**config.mk**
```make
export PLATFORM = sky130hd
export DESIGN_NAME = seq_playback_ctrl
export DESIGN_NICKNAME = d
export VERILOG_FILES = /design/src/rtl/seq_game_pkg.sv /design/src/rtl/seq_sym_decode.sv /design/src/rtl/seq_playback_ctrl.sv
export SDC_FILE = /design/constraint.sdc
export NUM_CORES = 1
export LEC_CHECK = 0
export CELL_PAD_IN_SITES_DETAIL_PLACEMENT = 1
export CELL_PAD_IN_SITES_GLOBAL_PLACEMENT = 2
export CORE_MARGIN = 2
export CORE_UTILIZATION = 35
export CTS_BUF_LIST = sky130_fd_sc_hd__clkbuf_16
export DETAILED_ROUTE_END_ITERATION = 16
export PLACE_DENSITY_LB_ADDON = 0.12
export SYNTH_ARGS = -nofsm -noshare
export SYNTH_HDL_FRONTEND = slang
export SYNTH_SLANG_ARGS = --single-unit
```
**constraint.sdc**
```tcl
create_clock -name clk -period 3.9 [get_ports clk]
set_input_delay 0.585 -clock clk [delete_from_list [all_inputs] [get_ports clk]]
set_output_delay 0.585 -clock clk [all_outputs]
set_load 0.02 [all_outputs]
```
**src/rtl/seq_game_pkg.sv**
```systemverilog
// Shared types and defaults for the memory-game sequence playback slice.
// State encoding, default widths and the symbol one-hot decode helper.
package seq_game_pkg;

  localparam int unsigned LEN_W_DEF = 4;
  localparam int unsigned SYM_W_DEF = 2;

  typedef enum logic [2:0] {
    ST_IDLE   = 3'd0,
    ST_FETCH  = 3'd1,
    ST_LOAD   = 3'd2,
    ST_SHOW   = 3'd3,
    ST_GAP    = 3'd4,
    ST_FINISH = 3'd5
  } state_e;

  function automatic logic [2**SYM_W_DEF-1:0] sym_onehot(input logic [SYM_W_DEF-1:0] sym);
    logic [2**SYM_W_DEF-1:0] oh;
    oh      = '0;
    oh[sym] = 1'b1;
    return oh;
  endfunction

endpackage

```
**src/rtl/seq_sym_decode.sv**
```systemverilog
// Binary symbol to one-hot LED pattern; blank_i forces all LEDs off.
module seq_sym_decode
  import seq_game_pkg::*;
#(
  parameter int unsigned SYM_W = SYM_W_DEF
) (
  input  logic [SYM_W-1:0]    sym_i,
  input  logic                blank_i,
  output logic [2**SYM_W-1:0] led_o
);

  logic [2**SYM_W-1:0] oh;

  generate
    if (SYM_W == SYM_W_DEF) begin : g_pkg
      assign oh = sym_onehot(sym_i);
    end else begin : g_loop
      always_comb begin
        oh        = '0;
        oh[sym_i] = 1'b1;
      end
    end
  endgenerate

  assign led_o = blank_i ? '0 : oh;

endmodule

```
**src/rtl/seq_playback_ctrl.sv**
```systemverilog
// Plays a stored sequence on the LEDs, pacing each lit/blank phase with an external interval timer.
// Optional build macro SEQ_PLAYBACK_LOOP_EN adds a loop input that restarts playback instead of finishing.
module seq_playback_ctrl
  import seq_game_pkg::*;
#(
  parameter int unsigned LEN_W         = LEN_W_DEF,
  parameter int unsigned SYM_W         = SYM_W_DEF,
  parameter int unsigned ON_INTERVALS  = 2,
  parameter int unsigned OFF_INTERVALS = 1
) (
  input  logic                clk,
  input  logic                rst,
  input  logic                start,
  input  logic                abort,
  input  logic [LEN_W-1:0]    seq_len,
`ifdef SEQ_PLAYBACK_LOOP_EN
  input  logic                loop,
`endif
  output logic [LEN_W-1:0]    mem_addr,
  input  logic [SYM_W-1:0]    mem_data,
  output logic                tmr_en,
  output logic                tmr_rst_n,
  input  logic                tmr_done,
  output logic [2**SYM_W-1:0] led,
  output logic                busy,
  output logic                done
);

  localparam int unsigned LEDS   = 2**SYM_W;
  localparam int unsigned PH_MAX = (ON_INTERVALS > OFF_INTERVALS) ? ON_INTERVALS : OFF_INTERVALS;
  localparam int unsigned PH_W   = $clog2(PH_MAX + 1);

  state_e            state_q, state_d;
  logic [LEN_W-1:0]  idx_q, idx_d;
  logic [LEN_W-1:0]  len_q, len_d;
  logic [LEN_W-1:0]  addr_q, addr_d;
  logic [PH_W-1:0]   ph_q, ph_d;
  logic [SYM_W-1:0]  sym_q, sym_d;
  logic [LEDS-1:0]   led_q, led_d;
  logic              busy_q, busy_d;
  logic              done_q, done_d;
  logic              ten_q, ten_d;
  logic              trst_q, trst_d;
  logic              loop_en;
  logic [LEDS-1:0]   dec_led;

`ifdef SEQ_PLAYBACK_LOOP_EN
  assign loop_en = loop;
`else
  assign loop_en = 1'b0;
`endif

  always_ff @(posedge clk) begin
    if (!rst) begin
      state_q <= ST_IDLE;
      idx_q   <= '0;
      len_q   <= '0;
      addr_q  <= '0;
      ph_q    <= '0;
      sym_q   <= '0;
      led_q   <= '0;
      busy_q  <= 1'b0;
      done_q  <= 1'b0;
      ten_q   <= 1'b0;
      trst_q  <= 1'b0;
    end else begin
      state_q <= state_d;
      idx_q   <= idx_d;
      len_q   <= len_d;
      addr_q  <= addr_d;
      ph_q    <= ph_d;
      sym_q   <= sym_d;
      led_q   <= led_d;
      busy_q  <= busy_d;
      done_q  <= done_d;
      ten_q   <= ten_d;
      trst_q  <= trst_d;
    end
  end

  always_comb begin
    state_d = state_q;
    idx_d   = idx_q;
    len_d   = len_q;
    ph_d    = ph_q;
    sym_d   = sym_q;
    if (abort) begin
      state_d = ST_IDLE;
    end else begin
      unique case (state_q)
        ST_IDLE: begin
          if (start) begin
            if (seq_len != '0) begin
              len_d   = seq_len;
              idx_d   = '0;
              state_d = ST_FETCH;
            end else begin
              state_d = ST_FINISH;
            end
          end
        end
        ST_FETCH: state_d = ST_LOAD;
        ST_LOAD: begin
          sym_d   = mem_data;
          ph_d    = '0;
          state_d = ST_SHOW;
        end
        ST_SHOW: begin
          if (tmr_done) begin
            if (ph_q == PH_W'(ON_INTERVALS - 1)) begin
              ph_d    = '0;
              state_d = ST_GAP;
            end else begin
              ph_d = ph_q + PH_W'(1);
            end
          end
        end
        ST_GAP: begin
          if (tmr_done) begin
            if (ph_q == PH_W'(OFF_INTERVALS - 1)) begin
              ph_d = '0;
              if (idx_q == (len_q - LEN_W'(1))) begin
                if (loop_en) begin
                  idx_d   = '0;
                  state_d = ST_FETCH;
                end else begin
                  state_d = ST_FINISH;
                end
              end else begin
                idx_d   = idx_q + LEN_W'(1);
                state_d = ST_FETCH;
              end
            end else begin
              ph_d = ph_q + PH_W'(1);
            end
          end
        end
        ST_FINISH: state_d = ST_IDLE;
        default:   state_d = ST_IDLE;
      endcase
    end
  end

  seq_sym_decode #(
    .SYM_W (SYM_W)
  ) u_decode (
    .sym_i   (sym_d),
    .blank_i (state_d != ST_SHOW),
    .led_o   (dec_led)
  );

  // Outputs are registered from the next state so they line up with the state they describe.
  always_comb begin
    addr_d = (state_d == ST_FETCH) ? idx_d : addr_q;
    led_d  = dec_led;
    busy_d = (state_d != ST_IDLE);
    done_d = (state_d == ST_FINISH);
    ten_d  = (state_d == ST_SHOW) || (state_d == ST_GAP);
    trst_d = (state_d == ST_SHOW) || (state_d == ST_GAP);
  end

  assign mem_addr  = addr_q;
  assign led       = led_q;
  assign busy      = busy_q;
  assign done      = done_q;
  assign tmr_en    = ten_q;
  assign tmr_rst_n = trst_q;

endmodule
```
==> results.sh <==
export IMPL_clock_power_share_pct=46.7
export IMPL_cts_sinks=26
export IMPL_ys_types=51
export IMPL_synth_warnings=0
export IMPL_crit_arrival_ns=2.70
export IMPL_post_cts_buffers=0
export IMPL_core_um2=3971
export IMPL_skew_ns=0.004333
export IMPL_via_per_inst=5.458
export IMPL_grt_pass1_wl_mm=5.899
export IMPL_hold_path_depth=2
export IMPL_num_vias=1168
export IMPL_synth_edff_count=0
export IMPL_synth_net_count=160
export IMPL_antenna_left=0
export IMPL_crit_fanout=8
export IMPL_worstPathRequired_ns=4.11
export IMPL_syn_to_final_growth_pct=23.33
export IMPL_p_sw_uw=142.0
export IMPL_antenna_found_initial=0
export IMPL_insertion_delay_ns=0.27
export IMPL_drcViolationCount=0
export IMPL_r2r_start="ph_q[1]"
export IMPL_rsz0062_at_grt="false"
export IMPL_peakVddDrop_mv=0.2134
export IMPL_finalNetCount=181
export IMPL_fin_crit_sh_pct=63.76
export IMPL_cts_tree="done"
export IMPL_clk_pin_slew_worst_paths_ns=0.07
export IMPL_fin_util_pct=44.30
export IMPL_slowest_delay_ns=0.52
export IMPL_yosys_top_cells_area="dfxtp_1, ha_1, mux2i_1, inv_1, nor2b_1"
export IMPL_p_int_uw=509.6
export IMPL_setup_tns_ns=0
export IMPL_async_flop_share_pct=0
export IMPL_rows=23
export IMPL_hpwl_mm=2.595
export IMPL_first_pass_iters=4
export IMPL_synth_top_area_share_pct=36.49
export IMPL_slew_violations=0
export IMPL_regToRegSetupSlack_ns=1.65
export IMPL_crit_type="in -> reg"
export IMPL_grt_max_degree=23
export IMPL_crit_path_end_kind="flip-flop"
export IMPL_wl_per_cell_um=16.53
export IMPL_clk_path_buf_depth=2
export IMPL_die_area_um2=4602
export IMPL_fillerInstances=449
export IMPL_timing_rr_end="mem_addr[2]"
export IMPL_syn_area_um2=1426
export IMPL_fmax_mhz=402.2
export IMPL_overflow=0
export IMPL_hold_ws_ns=0.4840
export IMPL_p_leak_uw=0.0006741
export IMPL_setup_violations=0
export IMPL_numCtsBuffers=3
export IMPL_hp_class="reg -> reg"
export IMPL_ios=23
export IMPL_final_cell_mix="dfxtp_1, clkdlybuf4s50_1, inv_1"
export IMPL_synth_flop_cell="dfxtp_1"
export IMPL_grtUsageTotal_pct=17.41
export IMPL_synth_top_area_cell="dfxtp_1"
export IMPL_start_util_pct=35.92
export IMPL_final_common_cell="dfxtp_1"
export IMPL_slowest_stage="nor4_1"
export IMPL_grt_pass1_vias=1233
export IMPL_wirelength_mm=3.538
export IMPL_cts_root_buf="clkbuf_16"
export IMPL_seq_power_share_pct=42.4
export IMPL_period_needed_ns=2.487
export IMPL_path_cells="clkdlybuf4s50_1 > nor4_1 > a31oi_1 > o21ai_1 > o221a_2 > a22o_1"
export IMPL_final_seq_area_um2=520.5
export IMPL_power_switching_share_pct=21.80
export IMPL_portBuffers=22
export IMPL_hold_path_startpoint="mem_addr[0]"
export IMPL_ctsHtreeMaxLevel=1
export IMPL_synth_avg_cell_area_um2=9.905
export IMPL_drt_iter0_drc=33
export IMPL_synth_seq_cells=26
export IMPL_holdPathEnd="mem_addr[0]"
export IMPL_worst_pin_slew_ns=0.7364
export IMPL_cts_hold_buf=0
export IMPL_synthCells=144
export IMPL_drive_gt1_share_pct=9.756
export IMPL_num_antenna_cells=0
export IMPL_die_w_um=67.84
export IMPL_startpoint_type="primary input"
export IMPL_multi_input_area_um2=813.3
export IMPL_ctsResizeCount=0
export IMPL_place_gp_congestion=0.7971
export IMPL_hold_violations=0
export IMPL_yosysSeqAreaShare_pct=36.49
export IMPL_max_slew_margin_pct=50.75
export IMPL_worst_r2r_cell_count=7
export IMPL_drv_cap=0
export IMPL_status="finished clean"
export IMPL_die_y_um=67.84
export IMPL_cellPowerDensity_nw_per_um2=370.4
export IMPL_power_frac_comb_pct=10.9
-- cell type report --
type	instances	share of cell area, %
Clock buffer	3	4.267
Tap cell	50	3.556
Sequential cell	26	29.59
Clock inverter	1	1.707
Timing Repair Buffer	22	12.52
Inverter	10	2.134
Multi-Input combinational cell	102	46.23
-- how the worst max path moves through the flow --
stage | startpoint | to
2_1_floorplan | ph_q[1] | mem_addr[2]
3_3_place_gp | tmr_done | mem_addr[2]
3_5_place_dp | seq_len[0] | tmr_rst_n
4_1_cts | seq_len[0] | tmr_rst_n
5_1_grt | seq_len[0] | state_q[2]
6_report | seq_len[0] | tmr_rst_n
-- kinds of logic after synthesis --
group	synth area share [%]
and+or+nand+nor	24.04
xor gates and xnor gates	5.263
muxes	4.211
adders and majority gates	4.386
DFF	36.49
buffers and inverters	6.491
AOI/OAI and AO/OA	19.12
-- flip-flops by register name, summed over array words and instances, names as in the netlist, 2 cells and up --
register / cells
state_q: 3
sym_q: 2
idx_q: 4
len_q: 4
mem_addr: 4
led: 4
ph_q: 2
-- cell usage after synthesis (3+ instances only) --
cell type	count
nor4_1	4
and2_1	5
a21oi_1	4
buf_6	3
o31ai_1	5
nor3_1	3
nor2b_1	6
xor2_1	4
inv_1	10
a21boi_0	4
o21a_1	3
ha_1	5
nand2_1	7
nor3b_1	5
dfxtp_1	26
and3_1	3
mux2i_1	6
-- layer usage --
metal / GRT usage, % / wire length [µm]
met1: 19.31 / 1526
met2: 32.60 / 1788
met3: 2.796 / 141
met4: 7.500 / 82
met5: 0 / 0
-- power by group through the flow --
stage / clock network [µW] / registers [µW] / logic, µW
final: 304 / 276 / 71.1
after global routing: 318 / 277 / 77.3
after detailed placement: 0 / 283 / 70.7
after floorplan: 0 / 282 / 46.7
after CTS: 310 / 277 / 71.4
after global placement: 0 / 283 / 69.2
-- worst max-delay path: cells and delay by family --
family                 cells  cell delay (ns)
buffers and inverters      1             0.43
AOI/OAI and AO/OA          4             1.16
and+or+nand+nor            1             0.52
-- through the flow --
stage	worst slack, ns	cells	instance area [µm²]	total power [µW]
2_1_floorplan	1.964	144	1426	329.0
3_3_place_gp	1.170	210	1654	351.8
3_5_place_dp	1.160	210	1654	353.4
4_1_cts	1.417	214	1759	657.5
5_1_grt	1.220	214	1759	672.4
6_report	1.413	214	1759	651.6
Power figures use the tool's default switching activity.
